[config.mk]
export PLATFORM = sky130hd
export DESIGN_NAME = seg_digit_driver
export DESIGN_NICKNAME = d
export VERILOG_FILES = /design/src/rtl/seg_digit_driver_pkg.sv /design/src/rtl/seg_digit_driver_hex.sv /design/src/rtl/seg_digit_driver.sv
export SDC_FILE = /design/constraint.sdc
export NUM_CORES = 1
export LEC_CHECK = 0
export CAP_MARGIN = 0
export CORE_UTILIZATION = 57
export CTS_BUF_LIST = sky130_fd_sc_hd__clkbuf_2 sky130_fd_sc_hd__clkbuf_4 sky130_fd_sc_hd__clkbuf_8
export DETAILED_ROUTE_END_ITERATION = 8
export PLACE_DENSITY_LB_ADDON = 0.25
export SLEW_MARGIN = 20
export SYNTH_ARGS = -nofsm -noshare
export SYNTH_HDL_FRONTEND = slang
export SYNTH_SLANG_ARGS = --single-unit
[constraint.sdc]
create_clock -name clk -period 4.6 [get_ports clk]
set_input_delay 0.69 -clock clk [delete_from_list [all_inputs] [get_ports clk]]
set_output_delay 0.69 -clock clk [all_outputs]
set_load 0.02 [all_outputs]
[src/rtl/seg_digit_driver_pkg.sv]
// seg_digit_driver_pkg: shared constants and hex-to-segment table for the 8-digit cathode driver
package seg_digit_driver_pkg;
    localparam logic [6:0] SEG_OFF = 7'h7F;
    localparam int DIGIT_COUNT = 8;
    localparam logic [2:0] SEL_LAST = 3'd7;
    localparam logic [6:0] HEX_TABLE [16] = '{
        7'h40, 7'h79, 7'h24, 7'h30, 7'h19, 7'h12, 7'h02, 7'h78,
        7'h00, 7'h10, 7'h08, 7'h03, 7'h46, 7'h21, 7'h06, 7'h0E
    };
endpackage

[src/rtl/seg_digit_driver_hex.sv]
// hex_to_7seg: combinational nibble to active-low {g..a} segment pattern
module hex_to_7seg
    import seg_digit_driver_pkg::*;
(
    input  logic [3:0] nibble,
    output logic [6:0] seg
);
    assign seg = HEX_TABLE[nibble];
endmodule

[src/rtl/seg_digit_driver.sv]
// seg_digit_driver: double-buffered hex value to cathode lines with lz blanking, dp mask and blink
module seg_digit_driver
    import seg_digit_driver_pkg::*;
#(
    parameter int BLINK_DIV = 32
) (
    input  logic                       clk,
    input  logic                       reset,
    input  logic                       tick,
    input  logic [2:0]                 select,
    input  logic [4*DIGIT_COUNT-1:0]   value_in,
    input  logic [DIGIT_COUNT-1:0]     dp_mask,
    input  logic [DIGIT_COUNT-1:0]     blink_en,
    input  logic                       blank_lz,
    input  logic                       load,
    output logic [6:0]                 seg,
    output logic                       dp,
    output logic                       pending
);
    logic [4*DIGIT_COUNT-1:0] stg_value, act_value;
    logic [DIGIT_COUNT-1:0]   stg_dp, act_dp, stg_blink, act_blink;
    logic [7:0]               frame_cnt;
    logic                     blink_phase;
    logic                     frame_end, lz_blank, blink_blank;
    logic [6:0]               dec_seg, seg_next;
    logic                     dp_next;

    assign frame_end = tick && select == SEL_LAST;

    hex_to_7seg u_dec (
        .nibble (act_value[4*select +: 4]),
        .seg    (dec_seg)
    );

    // digit d is a leading zero when every nibble from d upward is zero
    always_comb begin
        lz_blank    = blank_lz && select != 3'd0 && (act_value >> {select, 2'b00}) == '0;
        blink_blank = act_blink[select] && blink_phase;
        seg_next    = (blink_blank || lz_blank) ? SEG_OFF : dec_seg;
        dp_next     = blink_blank ? 1'b1 : ~act_dp[select];
    end

    always_ff @(posedge clk or posedge reset) begin
        if (reset) begin
            stg_value   <= '0;
            stg_dp      <= '0;
            stg_blink   <= '0;
            act_value   <= '0;
            act_dp      <= '0;
            act_blink   <= '0;
            pending     <= 1'b0;
            frame_cnt   <= '0;
            blink_phase <= 1'b0;
            seg         <= SEG_OFF;
            dp          <= 1'b1;
        end else begin
            if (load) begin
                stg_value <= value_in;
                stg_dp    <= dp_mask;
                stg_blink <= blink_en;
            end
            if (frame_end && load) begin
                act_value <= value_in;
                act_dp    <= dp_mask;
                act_blink <= blink_en;
            end else if (frame_end && pending) begin
                act_value <= stg_value;
                act_dp    <= stg_dp;
                act_blink <= stg_blink;
            end
            pending <= frame_end ? 1'b0 : (load ? 1'b1 : pending);
            if (frame_end) begin
                frame_cnt   <= (frame_cnt == 8'(BLINK_DIV - 1)) ? 8'd0 : frame_cnt + 8'd1;
                blink_phase <= blink_phase ^ (frame_cnt == 8'(BLINK_DIV - 1));
            end
            seg <= seg_next;
            dp  <= dp_next;
        end
    end
endmodule

Word level (Yosys, flattened, before mapping):

Memories as Yosys holds them, arrays and structs flattened.
Cells that the tools add are included.

* register bits: 114
* ROM bits: 112
* input bits: 56
* output and inout port bits: 9
* word-level logic and storage cells: 50
* memories: 1

Memories
* (name not given): depth 16, width 7, read ports 1, clocked after Yosys merged registers in 0, wr ports 0, line seg_digit_driver_hex.sv:8 `assign seg = HEX_TABLE[nibble];`

* add/subtract/negate cells: 1
* $lt $le $gt $ge: 2
* equality and inequality tests: 2
* shifts and indexed selects: 2
* muxes and demuxes: 17
* bitwise operators: 3
* reductions and logical operators: 11

Operators with widths (number)
* 32-bit two-way mux: 2
* 8-bit two-way mux: 5
* 32-bit logical NOT: 1
* 32-bit by 6-bit indexed part select with 4-bit output: 1
* 32-bit by 5-bit >> shifter with 32-bit output: 1
* 7-bit two-way mux: 3
* 8-bit by 1-bit adder with 8-bit output (second input constant): 1
* 8-bit by 5-bit == test with 1-bit output (second input constant): 1
* 1-bit binary-select mux with 3-bit select: 2
* 1-bit logical AND: 6
* 5-bit >= comparator (second input constant): 1
* 1-bit two-way mux: 5
* 4-bit inverter with 5-bit output: 1
* 3-bit by 4-bit < comparator with 1-bit output (second input constant): 1
* 2-bit nonzero test: 2
* 3-bit == test (second input constant): 1
* 3-bit nonzero test: 1
* 1-bit logical OR: 1
* 1-bit inverter: 1
* 1-bit XOR: 1

Depth between registers and ports, before layout:

* depth in word-level cells: 6
* depth in mapped cells: 9
* mapped depth without buffers: 7

Cells and area by module:

Synthesis repeated with hierarchy kept, for this count alone.

* cell total of the unflattened synthesis: 398
* area, all modules: 5348.9 µm²

By module, submodules not included
* seg_digit_driver: instances 1, cells an instance 365, area each 5079.9 µm²
* hex_to_7seg: instances 1, cells an instance 33, area each 269.0 µm²

Worst setup path after synthesis:

No wires, ideal clock.

* kind: input to register
* start point: in select[1]
* end point: reg seg[4]
* library setup time: 85 ps
* arrival: 2585 ps
* required time: 4515 ps
* path slack: 1930 ps
* stages on the path: 8
* path buffers: 1
* cells stage by stage: buf_6 -> mux4_2 -> mux2i_1 -> ha_1 -> nand2_1 -> a21oi_1 -> a32oi_4 -> o221ai_1

* word-level cells in the longest chain between the ends: 6
* elaborated cells on any way between the ends: 15
* those cells by class: shift (2); mux (5); bitwise (1); reduce/logical (6); memory (1)

RTL lines
* start, declared: line seg_digit_driver.sv:10 `input logic [2:0] select,`
* 32-bit by 6-bit indexed part select with 4-bit output: line seg_digit_driver.sv:31 `.nibble (act_value[4*select +: 4]),`
* 4-bit inverter with 5-bit output (implied by the code): line seg_digit_driver_hex.sv:8
* memory read 16 x 7 bit
* 7-bit two-way mux (implied by the code) (2 in series): line seg_digit_driver_hex.sv:8
* 7-bit two-way mux *: line seg_digit_driver.sv:39 `seg_next = (blink_blank || lz_blank) ? SEG_OFF : dec_seg;`
* net seg_next[4]: line seg_digit_driver.sv:25 `logic [6:0] dec_seg, seg_next;`
* end signal, assigned: line seg_digit_driver.sv:76 `seg <= seg_next;`
* end, declared: line seg_digit_driver.sv:16 `output logic [6:0] seg,`

Mark *: on every way through the listed nets, which the timed path passes. The rest lies on a longest branch. The select of a mux whose other input is x is not followed.
A chain may end at the register's enable or synchronous reset.

Worst setup path in the final report:

Ends and elaborated chain as after synthesis.

==> impl_results.md <==
- EDFF count, synth: 0
- Count of buffers from port buffering: 64
- Share of layout cells above drive strength 1: 37.4%
- Met2 capacity usage during global routing: 35.9%
- Dominant synthesized flop cell: dfrtp_1
- Setup Buffers After CTS: 0
- Mux cell area share after synthesis: 28.8%
- Synthesized instance count: 346
- Simple-gate area share of the yosys netlist: 6.10%
- DRC: 0
- Global routing usage on met1: 31.1%
- Cells on worst reg2reg path: 7
- Wire length reported by the detailed router: 9760 µm
- Final clock period utilization by the worst path: 69.3%
- Maximum number of pins on one net before global-route repair: 72
- CP max stage cell: clkdlybuf4s50_1
- CP Launch Type: input pin
- Worst hold margin: 0.497 ns
- Syn avg cell area: 14.8 µm²
- Initial Util: 58.8%
- Core utilization of the finished layout: 71.7%
- Final standard cell count with taps included and fillers excluded: 539
- Crit Path Max Fanout: 9
- Cell variety after synth: 46
- HPWL after DPL: 6770 µm
- Final Max Slew Viols: 0
- Clock network latency to the later pin of the worst-skew pair: 0.42 ns
- Most crowded layer after global routing: met2
- Total Neg Setup Slack: 0 ns
- CP endpoint kind: flop
- Antenna-violating nets left: 0
- Critical path start-end classification: input pin to flop
- Outcome: finished clean
- Clock skew after layout: 0.00721 ns
- Total track usage: 23.0%
- Compound-gate portion of the synthesized area: 4.00%
- Type of the most critical hold path: flop to flop
- CTS root buffer: clkbuf_8
- Required @ worst endpoint: 4.93 ns
- Final weighted congestion of routability-driven global placement: 0.843
- Die Y-Extent: 96.9 µm
- Global-route wire length before repair: 16700 µm
- Post-synthesis instance area: 5130 µm²
- Critical path data arrival time: 3.52 ns
- Main combinational cell family by area after synthesis: multiplexers
- Sequential area share after synthesis: 55.8%
- Net count of the finished layout: 483
- Asr flop ratio synth: 100%
- Core region area: 8720 µm²
- Xor-xnor portion of the synthesized cell area: 1.20%
- Area of the multi-input gates: 2150 µm²
- Synthesized flop and latch total: 114
- Iteration-0 DRC count of the detailed router: 202
- Clk slew on worst S/H paths: 0.07 ns
- Peak VDD IR: 268 µV
- RSZ-0062 raised after global routing: no
- Adder-cell share of the synthesized area: 1.71%
- Cell chain of the critical path: clkdlybuf4s50_1, mux4_2, mux2i_1, ha_1, nand2_1, a21oi_1, a32oi_4, o221ai_1
- Transition time at the pin with the least slew margin: 0.845 ns
- Largest incremental delay on the critical path: 0.73 ns
- Area delta synth->final: 21.8%
- Iteration count of the initial detailed-routing pass: 4
- Clock tree sinks: 114
- Total area of sequential cells: 2860 µm²
- Slew headroom: 43.6%
- Vias per std cell: 5.80
- Post-layout worst setup margin: 1.41 ns
- Per-cell routed wire length: 18.1 µm
- Cell Pwr Density: 474 nW/µm²
- Count of hold-fix buffers inserted at cts: 0
- Chip Width: 96.9 µm
- CTS-repair resized insts: 0
- CTS tree: built
- Number of diodes: 0
- Standby leakage power: 2.59 nW
- Overflow left after global routing: 0
- CTS Buf Count: 17
- Min-Delay Path Depth: 1
- CTS max path bufs: 2
- Maximum level of the CTS H-tree: 4
- Site Rows: 34
- Vias after detailed routing: 3125
- Post-route minimum period: 3.19 ns
- Final number of hold-violating endpoints: 0
- Yosys warns: 0
- Die Area: 9380 µm²
- Cell Count Post-Placement: 509
- Antenna violations before repair: 0
- Met3 Track Usage GR: 7.01%
- Final count of negative-setup-slack endpoints: 0
- Via count of the first global-routing pass: 3393
- Achievable Freq: 0.314 GHz
- Setup slack at placement: 1.04 ns
- Number of fillers in the final layout: 601
- Max-capacitance violation count: 0
- Top-level I/O count: 65
- Net count of the mapped netlist: 409
==> cells in the final DEF (no fill, tap or decap), types with 7 or more instances in the layout <==
master and n:
nand2_1 14, mux2_2 97, ha_1 7, clkbuf_8 21, dfrtp_1 106, clkdlybuf4s50_1 63
dfstp_2 8, mux4_2 9, nor3_1 9
==> cell families (layout without fill, tap and decap cells) <==
| family | after synthesis | count (layout) |
|---|---|---|
| xor gates and xnor gates | 7 | 7 |
| muxes | 117 | 117 |
| and+or+nand+nor | 56 | 56 |
| DFF | 114 | 114 |
| buffers and inverters | 20 | 105 |
| AOI/OAI and AO/OA | 25 | 25 |
| adders and majority gates | 7 | 7 |
==> sequential cells by signal (all words and copies together) (netlist names) <==
register	flops
act_blink	8
stg_dp	8
seg	7
act_value	32
blink_phase	1
act_dp	8
stg_blink	8
dp	1
stg_value	32
pending	1
frame_cnt	8
==> final timing paths <==
kind	slack (ns)	end	start
worst max register to register	2.08	seg[4]	act_value[24]
max in group asynchronous	2.92	seg[6]	reset
worst min-delay path	0.50	stg_blink[7]	stg_blink[7]
worst max-delay path	1.41	seg[4]	select[1]
min in group asynchronous	0.80	stg_dp[0]	reset
worst min register to register	0.50	stg_blink[7]	stg_blink[7]
==> worst max-delay path, delay by kind of cell <==
family	cells	cell delay, ns
mux	2	1.07
compound gates	3	0.65
simple gates	1	0.07
fa+ha+maj	1	0.30
buf+inv	1	0.73
==> stage by stage <==
stage,instance area [µm²],power (mW)
CTS,6250,2.98
global route,6250,3.12
floorplan,5130,1.82
finish,6250,2.96
global placement,5850,2.03
detailed placement,5850,2.06
==> report_power, final <==
part / switching, mW / leakage (nW) / internal [mW] / total (mW)
logic: 0.303 / 1.04 / 0.380 / 0.683
clock network: 0.387 / 0.196 / 0.530 / 0.917
registers: 0.135 / 1.35 / 1.23 / 1.36
total: 0.825 / 2.59 / 2.14 / 2.96
==> layout make-up <==
| type | instances | area share [%] |
|---|---|---|
| sequential | 114 | 45.8 |
| multi-input combinational | 212 | 34.5 |
| timing repair buffer | 70 | 10.9 |
| clock buffer | 21 | 4.62 |
| tap | 108 | 2.16 |
| clock inverter | 9 | 1.70 |
| inverter | 5 | 0.360 |
==> synthesized netlist by cell type (all sizes together) (2+ instances only) <==
| cell | count | share of area (%) |
|---|---|---|
| o22ai | 2 | 0.24 |
| o21ai | 5 | 0.49 |
| nor2 | 7 | 0.51 |
| mux2i | 8 | 2.0 |
| o221ai | 6 | 1.0 |
| or4 | 7 | 1.0 |
| nor3 | 9 | 0.88 |
| nand2 | 14 | 1.0 |
| o211ai | 2 | 0.29 |
| nand2b | 3 | 0.37 |
| dfstp | 8 | 4.1 |
| nor4 | 4 | 0.61 |
| ha | 7 | 1.7 |
| inv | 4 | 0.29 |
| buf | 11 | 1.3 |
| or2b | 2 | 0.29 |
| clkbuf | 4 | 0.68 |
| mux4 | 12 | 5.5 |
| nand4 | 4 | 0.49 |
| a21oi | 4 | 0.39 |
| mux2 | 97 | 21 |
| xnor2 | 3 | 0.51 |
| xor2 | 4 | 0.68 |
| dfrtp | 106 | 52 |
==> routing by layer <==
layer	vias up	wire length, µm
met3	15	472
met2	88	4710
met4	0	110
li1	1437	-
met1	1585	4460
met5	-	0
Note: power is estimated with default switching activity, not from simulation.
